`config.mk`:
```
export PLATFORM = sky130hd
export DESIGN_NAME = edge_event_arbiter
export DESIGN_NICKNAME = d
export VERILOG_FILES = /design/src/rtl/edge_arb_pkg.sv /design/src/rtl/edge_event_arbiter_rr_pick.sv /design/src/rtl/edge_event_arbiter.sv
export SDC_FILE = /design/constraint.sdc
export NUM_CORES = 1
export LEC_CHECK = 0
export CELL_PAD_IN_SITES_DETAIL_PLACEMENT = 1
export CELL_PAD_IN_SITES_GLOBAL_PLACEMENT = 2
export CORE_MARGIN = 2
export CORE_UTILIZATION = 25
export CTS_BUF_LIST = sky130_fd_sc_hd__clkbuf_2
export DETAILED_ROUTE_END_ITERATION = 16
export PLACE_DENSITY = 0.65
export SLEW_MARGIN = 10
export SYNTH_ARGS = -nofsm -noshare
export SYNTH_HDL_FRONTEND = slang
export SYNTH_SLANG_ARGS = --single-unit
```
`constraint.sdc`:
```
create_clock -name clk -period 1.5 [get_ports clk]
set_input_delay 0.3 -clock clk [delete_from_list [all_inputs] [get_ports clk]]
set_output_delay 0.3 -clock clk [all_outputs]
set_load 0.05 [all_outputs]
```
`src/rtl/edge_arb_pkg.sv`:
```
// Shared types and constants for the edge event arbiter.
// Latency: none (package only).
// Backpressure: none (package only).
package edge_arb_pkg;

    typedef enum logic {
        IDLE  = 1'b0,
        OFFER = 1'b1
    } arb_state_t;

    localparam int unsigned              OVR_CNT_W   = 8;
    localparam logic [OVR_CNT_W-1:0]     OVR_CNT_MAX = 8'd255;

endpackage

```
`src/rtl/edge_event_arbiter_rr_pick.sv`:
```
// Round-robin selector: first set request strictly after 'last', wrapping.
// Latency: purely combinational.
// Backpressure: none; caller decides when to consume the grant.
module rr_pick #(
    parameter int N_CH = 4,
    parameter int ID_W = $clog2(N_CH)
) (
    input  logic [N_CH-1:0] req,
    input  logic [ID_W-1:0] last,
    output logic [ID_W-1:0] gnt_id,
    output logic            gnt_any
);

    localparam logic [ID_W:0] N_W = (ID_W+1)'(N_CH);

    logic [ID_W:0] sum;

    // Scan farthest offset first so the nearest requester after 'last' overwrites and wins.
    always_comb begin
        gnt_id  = '0;
        gnt_any = 1'b0;
        sum     = '0;
        for (int off = N_CH; off >= 1; off--) begin
            sum = {1'b0, last} + (ID_W+1)'(off);
            if (sum >= N_W) begin
                sum = sum - N_W;
            end
            if (req[sum[ID_W-1:0]]) begin
                gnt_id  = sum[ID_W-1:0];
                gnt_any = 1'b1;
            end
        end
    end

endmodule

```
`src/rtl/edge_event_arbiter.sv`:
```
// Synchronizes N async lines, latches one rising edge per channel, and offers them round-robin.
// Latency: line high at sample k -> pending at k+2 -> evt_valid/evt_id registered at k+3.
// Backpressure: evt_valid holds until evt_ready; extra edges on a pending channel set sticky overrun.
// Optional build macro OVERRUN_CNT_EN adds the saturating ovr_count port.
module edge_event_arbiter
    import edge_arb_pkg::*;
#(
    parameter int N_CH = 4,
    parameter int ID_W = $clog2(N_CH)
) (
    input  logic                 clk,
    input  logic                 n_rst,
    input  logic [N_CH-1:0]      sig,
    input  logic [N_CH-1:0]      ch_enable,
    output logic                 evt_valid,
    output logic [ID_W-1:0]      evt_id,
    input  logic                 evt_ready,
    output logic [N_CH-1:0]      pending,
    output logic [N_CH-1:0]      overrun,
    input  logic                 clr_overrun
`ifdef OVERRUN_CNT_EN
    ,
    output logic [OVR_CNT_W-1:0] ovr_count
`endif
);

    logic [N_CH-1:0] rise_w;
    logic [N_CH-1:0] req_w;
    logic [N_CH-1:0] gnt_clr;
    logic [N_CH-1:0] pend_keep;
    logic [N_CH-1:0] ovr_set;
    logic [N_CH-1:0] pend_q, pend_d;
    logic [N_CH-1:0] ovr_q, ovr_d;
    logic [ID_W-1:0] evt_id_q, evt_id_d;
    logic [ID_W-1:0] last_q, last_d;
    logic [ID_W-1:0] gnt_id_w;
    logic            gnt_any_w;
    arb_state_t      state_q, state_d;

    for (genvar g = 0; g < N_CH; g++) begin : g_ch
        logic sync1_q, sync2_q, prev_q;

        // Two-flop synchronizer plus history flop, reset high so a line held high through reset is not an edge.
        always_ff @(posedge clk or negedge n_rst) begin
            if (!n_rst) begin
                sync1_q <= 1'b1;
                sync2_q <= 1'b1;
                prev_q  <= 1'b1;
            end else begin
                sync1_q <= sig[g];
                sync2_q <= sync1_q;
                prev_q  <= sync2_q;
            end
        end

        assign rise_w[g] = sync2_q & ~prev_q;
    end

    // Disabled channels are never offered, even in the cycle their pending bit is being dropped.
    assign req_w = pend_q & ch_enable;

    rr_pick #(
        .N_CH (N_CH),
        .ID_W (ID_W)
    ) u_rr_pick (
        .req     (req_w),
        .last    (last_q),
        .gnt_id  (gnt_id_w),
        .gnt_any (gnt_any_w)
    );

    // Grant in IDLE, or on acceptance in OFFER so back-to-back events leave no bubble.
    always_comb begin
        state_d  = state_q;
        evt_id_d = evt_id_q;
        last_d   = last_q;
        gnt_clr  = '0;
        unique case (state_q)
            IDLE: begin
                if (gnt_any_w) begin
                    evt_id_d = gnt_id_w;
                    last_d   = gnt_id_w;
                    gnt_clr  = {{(N_CH-1){1'b0}}, 1'b1} << gnt_id_w;
                    state_d  = OFFER;
                end
            end
            OFFER: begin
                if (evt_ready) begin
                    if (gnt_any_w) begin
                        evt_id_d = gnt_id_w;
                        last_d   = gnt_id_w;
                        gnt_clr  = {{(N_CH-1){1'b0}}, 1'b1} << gnt_id_w;
                    end else begin
                        state_d = IDLE;
                    end
                end
            end
            default: state_d = IDLE;
        endcase
    end

    // An edge landing on the just-granted channel is a fresh event, so overrun compares against the post-grant value.
    always_comb begin
        pend_keep = pend_q & ~gnt_clr;
        ovr_set   = rise_w & ch_enable & pend_keep;
        pend_d    = ch_enable & (pend_keep | rise_w);
        ovr_d     = (clr_overrun ? '0 : ovr_q) | ovr_set;
    end

    // Arbiter state, offered id, round-robin pointer and per-channel latches.
    always_ff @(posedge clk or negedge n_rst) begin
        if (!n_rst) begin
            state_q  <= IDLE;
            evt_id_q <= '0;
            last_q   <= ID_W'(N_CH - 1);
            pend_q   <= '0;
            ovr_q    <= '0;
        end else begin
            state_q  <= state_d;
            evt_id_q <= evt_id_d;
            last_q   <= last_d;
            pend_q   <= pend_d;
            ovr_q    <= ovr_d;
        end
    end

    assign evt_valid = (state_q == OFFER);
    assign evt_id    = evt_id_q;
    assign pending   = pend_q;
    assign overrun   = ovr_q;

`ifdef OVERRUN_CNT_EN
    logic [OVR_CNT_W-1:0] ovr_inc;
    logic [OVR_CNT_W:0]   ovr_sum;
    logic [OVR_CNT_W-1:0] cnt_q, cnt_d;

    // Add this cycle's overrun population; a clear restarts from this cycle's count, then saturate.
    always_comb begin
        ovr_inc = '0;
        for (int i = 0; i < N_CH; i++) begin
            ovr_inc = ovr_inc + OVR_CNT_W'(ovr_set[i]);
        end
        ovr_sum = (clr_overrun ? '0 : {1'b0, cnt_q}) + {1'b0, ovr_inc};
        cnt_d   = (ovr_sum > {1'b0, OVR_CNT_MAX}) ? OVR_CNT_MAX : ovr_sum[OVR_CNT_W-1:0];
    end

    // Overrun counter register.
    always_ff @(posedge clk or negedge n_rst) begin
        if (!n_rst) begin
            cnt_q <= '0;
        end else begin
            cnt_q <= cnt_d;
        end
    end

    assign ovr_count = cnt_q;
`endif

endmodule

```
==> qor.csv <==
stage;metric;value;unit
status;status;complete, no violations;
synth;FF+latch count, synth;25;
synth;combinational family with the most area after synthesis;compound AO/OA/AOI/OAI gates;
synth;multiplexer share of the synthesized area;2.06;%
routing;Routed WL;2.58;mm
die;Die Height;70.1;µm
die;Die Footprint;4920;µm²
synth;Adder-Cell Fraction of Synth Area;0;%
timing;Final Hold Vio Count;0;
critical_path;Worst setup SP type;flop;
clock_network;Reg clk slew, reported paths;0.24;ns
layout;fin nets;140;
timing;Slew headroom;75.0;%
power_and_ir_drop;sw frac;33.5;%
layout;n_diodes;0;
global_route;GRT Total Usage;11.3;%
synth;register area share after synthesis;58.8;%
routing;DRC Markers;0;
routing;Via-to-Cell Ratio;4.64;
timing;RSZ-0062 raised after global routing;yes;
clock_network;clock root buffer;clkbuf_2;
timing;max-slew violations;0;
place;# port buffers;22;
global_route;vias in the first global route;913;
global_route;first-pass GRT wire length;4.33;mm
clock_network;Clock Tree Buf Depth;2;
flow_run;Max Cap Viol;0;
clock_network;clk_lat worst skew;0.36;ns
critical_path;worst reg-to-reg path cell count;4;
clock_network;H-tree levels;1;
layout;layout cells sized above 1;55.1;%
layout;area grow syn2layout;53.7;%
power_and_ir_drop;combinational power share;35.9;%
critical_path;Setup CP Type;reg2reg;
synth;Syn Area/Cell;12.9;µm²
power_and_ir_drop;switching pwr;599;µW
critical_path;crit path DAT;1.78;ns
global_route;GRT Residual Overflow;0;
power_and_ir_drop;sequential power share;48.4;%
critical_path;Worst R2R End;evt_id[0];
global_route;largest net degree at the start of global routing;26;
synth;Yosys warnings;0;
die;# rows;24;
die;Initial Utilization;25.5;%
timing;Fmax achieved;0.667;GHz
synth;syn nets;97;
synth;post-synth cell types;30;
critical_path;FF-to-FF setup slack;0.002;ns
power_and_ir_drop;Pint;1.19;mW
synth;xor/xnor share of the synthesized area;0;%
routing;remaining antenna violation count;0;
power_and_ir_drop;Power Density;1060;nW/µm²
die;die width;70.1;µm
routing;Detailed Routing Iterations Pass 1;6;
hold_path;worst hold path type;in2async;
power_and_ir_drop;Leakage;0.699;nW
place;post-DP HPWL;1.94;mm
timing;min Tclk post-route;1.50;ns
routing;via count;830;
clock_network;Sink Count;25;
timing;worst-margin pin slew;0.375;ns
critical_path;Critical Path RT;1.78;ns
synth;Simple-Gate Fraction of Synth Area;17.8;%
global_route;antenna violations before repair;0;
synth;cell area after synthesis;1090;µm²
routing;drt wl/cell;14.4;µm
timing;final setup fails;0;
synth;complex-gate fraction of the synthesized area;20.9;%
die;total core area;4290;µm²
critical_path;Crit. End Element;flop;
power_and_ir_drop;IR drop worst, VDD;0.543;mV
critical_path;worst-path fanout max;5;
clock_network;number of hold buffers added after CTS;0;
timing;post-route clock period utilization;99.9;%
power_and_ir_drop;Tot Pwr;1.79;mW
place;GPL Wtd Cong;0.757;
power_and_ir_drop;Clock power frac;15.7;%
timing;clock skew;0.0109;ns
place;pre-CTS setup slack;-0.396;ns
critical_path;reg2reg start;last_q[1];
clock_network;TritonCTS clock tree;built;
clock_network;clock buffer count from CTS;3;
die;io pins;23;
timing;Setup WS post-layout;0.00182;ns
synth;Synth Instances;85;
routing;drt first-iter violations;22;
## worst max-delay path, cell delays in order, from the launching register on
cell      delay (ns)
dfstp_2         0.63
and3b_1         0.21
o21bai_4        0.17
nand3_2         0.13
mux2_2          0.28
## synth_stat cells
library cell  number  area [µm²]
a21o_1             2        15.0
a21oi_1            2        10.0
a22oi_4            1        21.3
a31o_2             2        17.5
a31oi_1            4        25.0
and2_2             2        15.0
and2b_2            1        8.76
and3_2             2        15.0
and3b_1            1        8.76
dfrtp_1           11         275
dfstp_2           14         368
inv_1              1        3.75
mux2_2             2        22.5
nand2_1            7        26.3
nand2b_1           6        37.5
nand3_1            4        20.0
nand3_2            1        10.0
nand4_1            1        6.26
nand4b_1           1        8.76
nor2_1             1        3.75
nor2b_1            4        25.0
nor3_2             1        10.0
o2111ai_1          1        8.76
o211ai_1           3        22.5
o211ai_2           2        25.0
o21ai_0            4        20.0
o21ba_4            1        16.3
o21bai_2           1        11.3
o311ai_1           1        8.76
o32ai_4            1        27.5
## cell families after synthesis
logic type | count (synthesis)
AND/OR/NAND/NOR | 32
flip-flops | 25
AO/OA/AOI/OAI | 25
buffers and inverters | 1
multiplexers | 2
## how the worst max path moves through the flow
| stage | startpoint | endpoint | slack, ns | depth (start not counted) |
|---|---|---|---|---|
| floorplan | pending[3] | overrun[0] | 0.03 | 4 |
| global placement | ch_enable[1] | overrun[0] | -0.34 | 5 |
| detailed placement | ch_enable[0] | overrun[2] | -0.40 | 5 |
| CTS | last_q[1] | evt_id[0] | -0.02 | 4 |
| global route | last_q[1] | overrun[2] | -0.06 | 4 |
| finish | last_q[1] | evt_id[0] | 0.002 | 4 |
## cells in the final DEF (no fill, tap or decap)
cell type and n:
buf_12 11, dfrtp_2 5, nand3_1 4, a31oi_1 4
dfstp_2 14, a21oi_2 1, nand2_1 7, a21oi_1 1
and3b_1 1, and2b_2 1, and2_2 2, o21ba_4 1
a22oi_4 1, nand3_2 1, o211ai_2 2, mux2_2 2
o311ai_2 1, nand4b_1 1, a21o_1 2, dfrtp_1 6
o21bai_4 1, nand4_1 1, dlymetal6s2s_1 1, o21ai_0 4
o211ai_1 3, nor2b_1 4, nand2b_1 6, inv_1 1
buf_6 1, o32ai_4 1, o2111ai_2 1, clkdlybuf4s50_1 10
a31o_2 2, and3_4 2, clkbuf_2 4, buf_4 15
nor2_1 1, nor3_4 1
## metrics by stage
step                instance area, µm²  std cells  hold WS (ns)  util (%)  TNS (ns)
global placement                  1600        171         0.346      37.2     -3.54
global route                      1680        179         0.251      39.1    -0.223
finish                            1680        179         0.254      39.1         0
CTS                               1640        177         0.251      38.2   -0.0160
detailed placement                1600        171         0.347      37.2     -3.79
floorplan                         1110         85       0.00441         -         0
## per-layer routing
layer | track usage (%) | part of all wire, % | vias to the layer above
met4 | 6.84 | 2.6 | 0
li1 | - | - | 401
met5 | 0 | 0 | -
met2 | 18.9 | 51 | 18
met1 | 13.3 | 43 | 406
met3 | 2.31 | 3.6 | 5
## flip-flops by register name, indices dropped and copies added, names as in the netlist
register,flops
pending,4
evt_valid,1
g_ch.sync2_q,4
last_q,2
evt_id,2
g_ch.prev_q,4
g_ch.sync1_q,4
overrun,4
## power groups by stage
stage	combinational, mW	clock [mW]	sequential [mW]
floorplan	0.162	0	0.979
global placement	0.586	0	0.877
detailed placement	0.591	0	0.878
CTS	0.626	0.297	0.865
global route	0.675	0.319	0.877
finish	0.642	0.281	0.865
## timing repair
item | CTS | global route
resized for setup | 2 | 5
endpoints found under the setup margin | 6 | 9
pin swaps | 0 | 2
cloned | 0 | 0
setup buffers | 2 | 2
## cell type report
| cell class | count | area (µm²) |
|---|---|---|
| fillers | 476 | 2610 |
| flip-flops and latches | 25 | 649 |
| multi-input cells | 59 | 485 |
| repair buffers | 38 | 457 |
| well taps | 52 | 65.1 |
| clock buffers | 4 | 20.0 |
| inverters | 1 | 3.75 |
(Power assumes the default switching activity.)
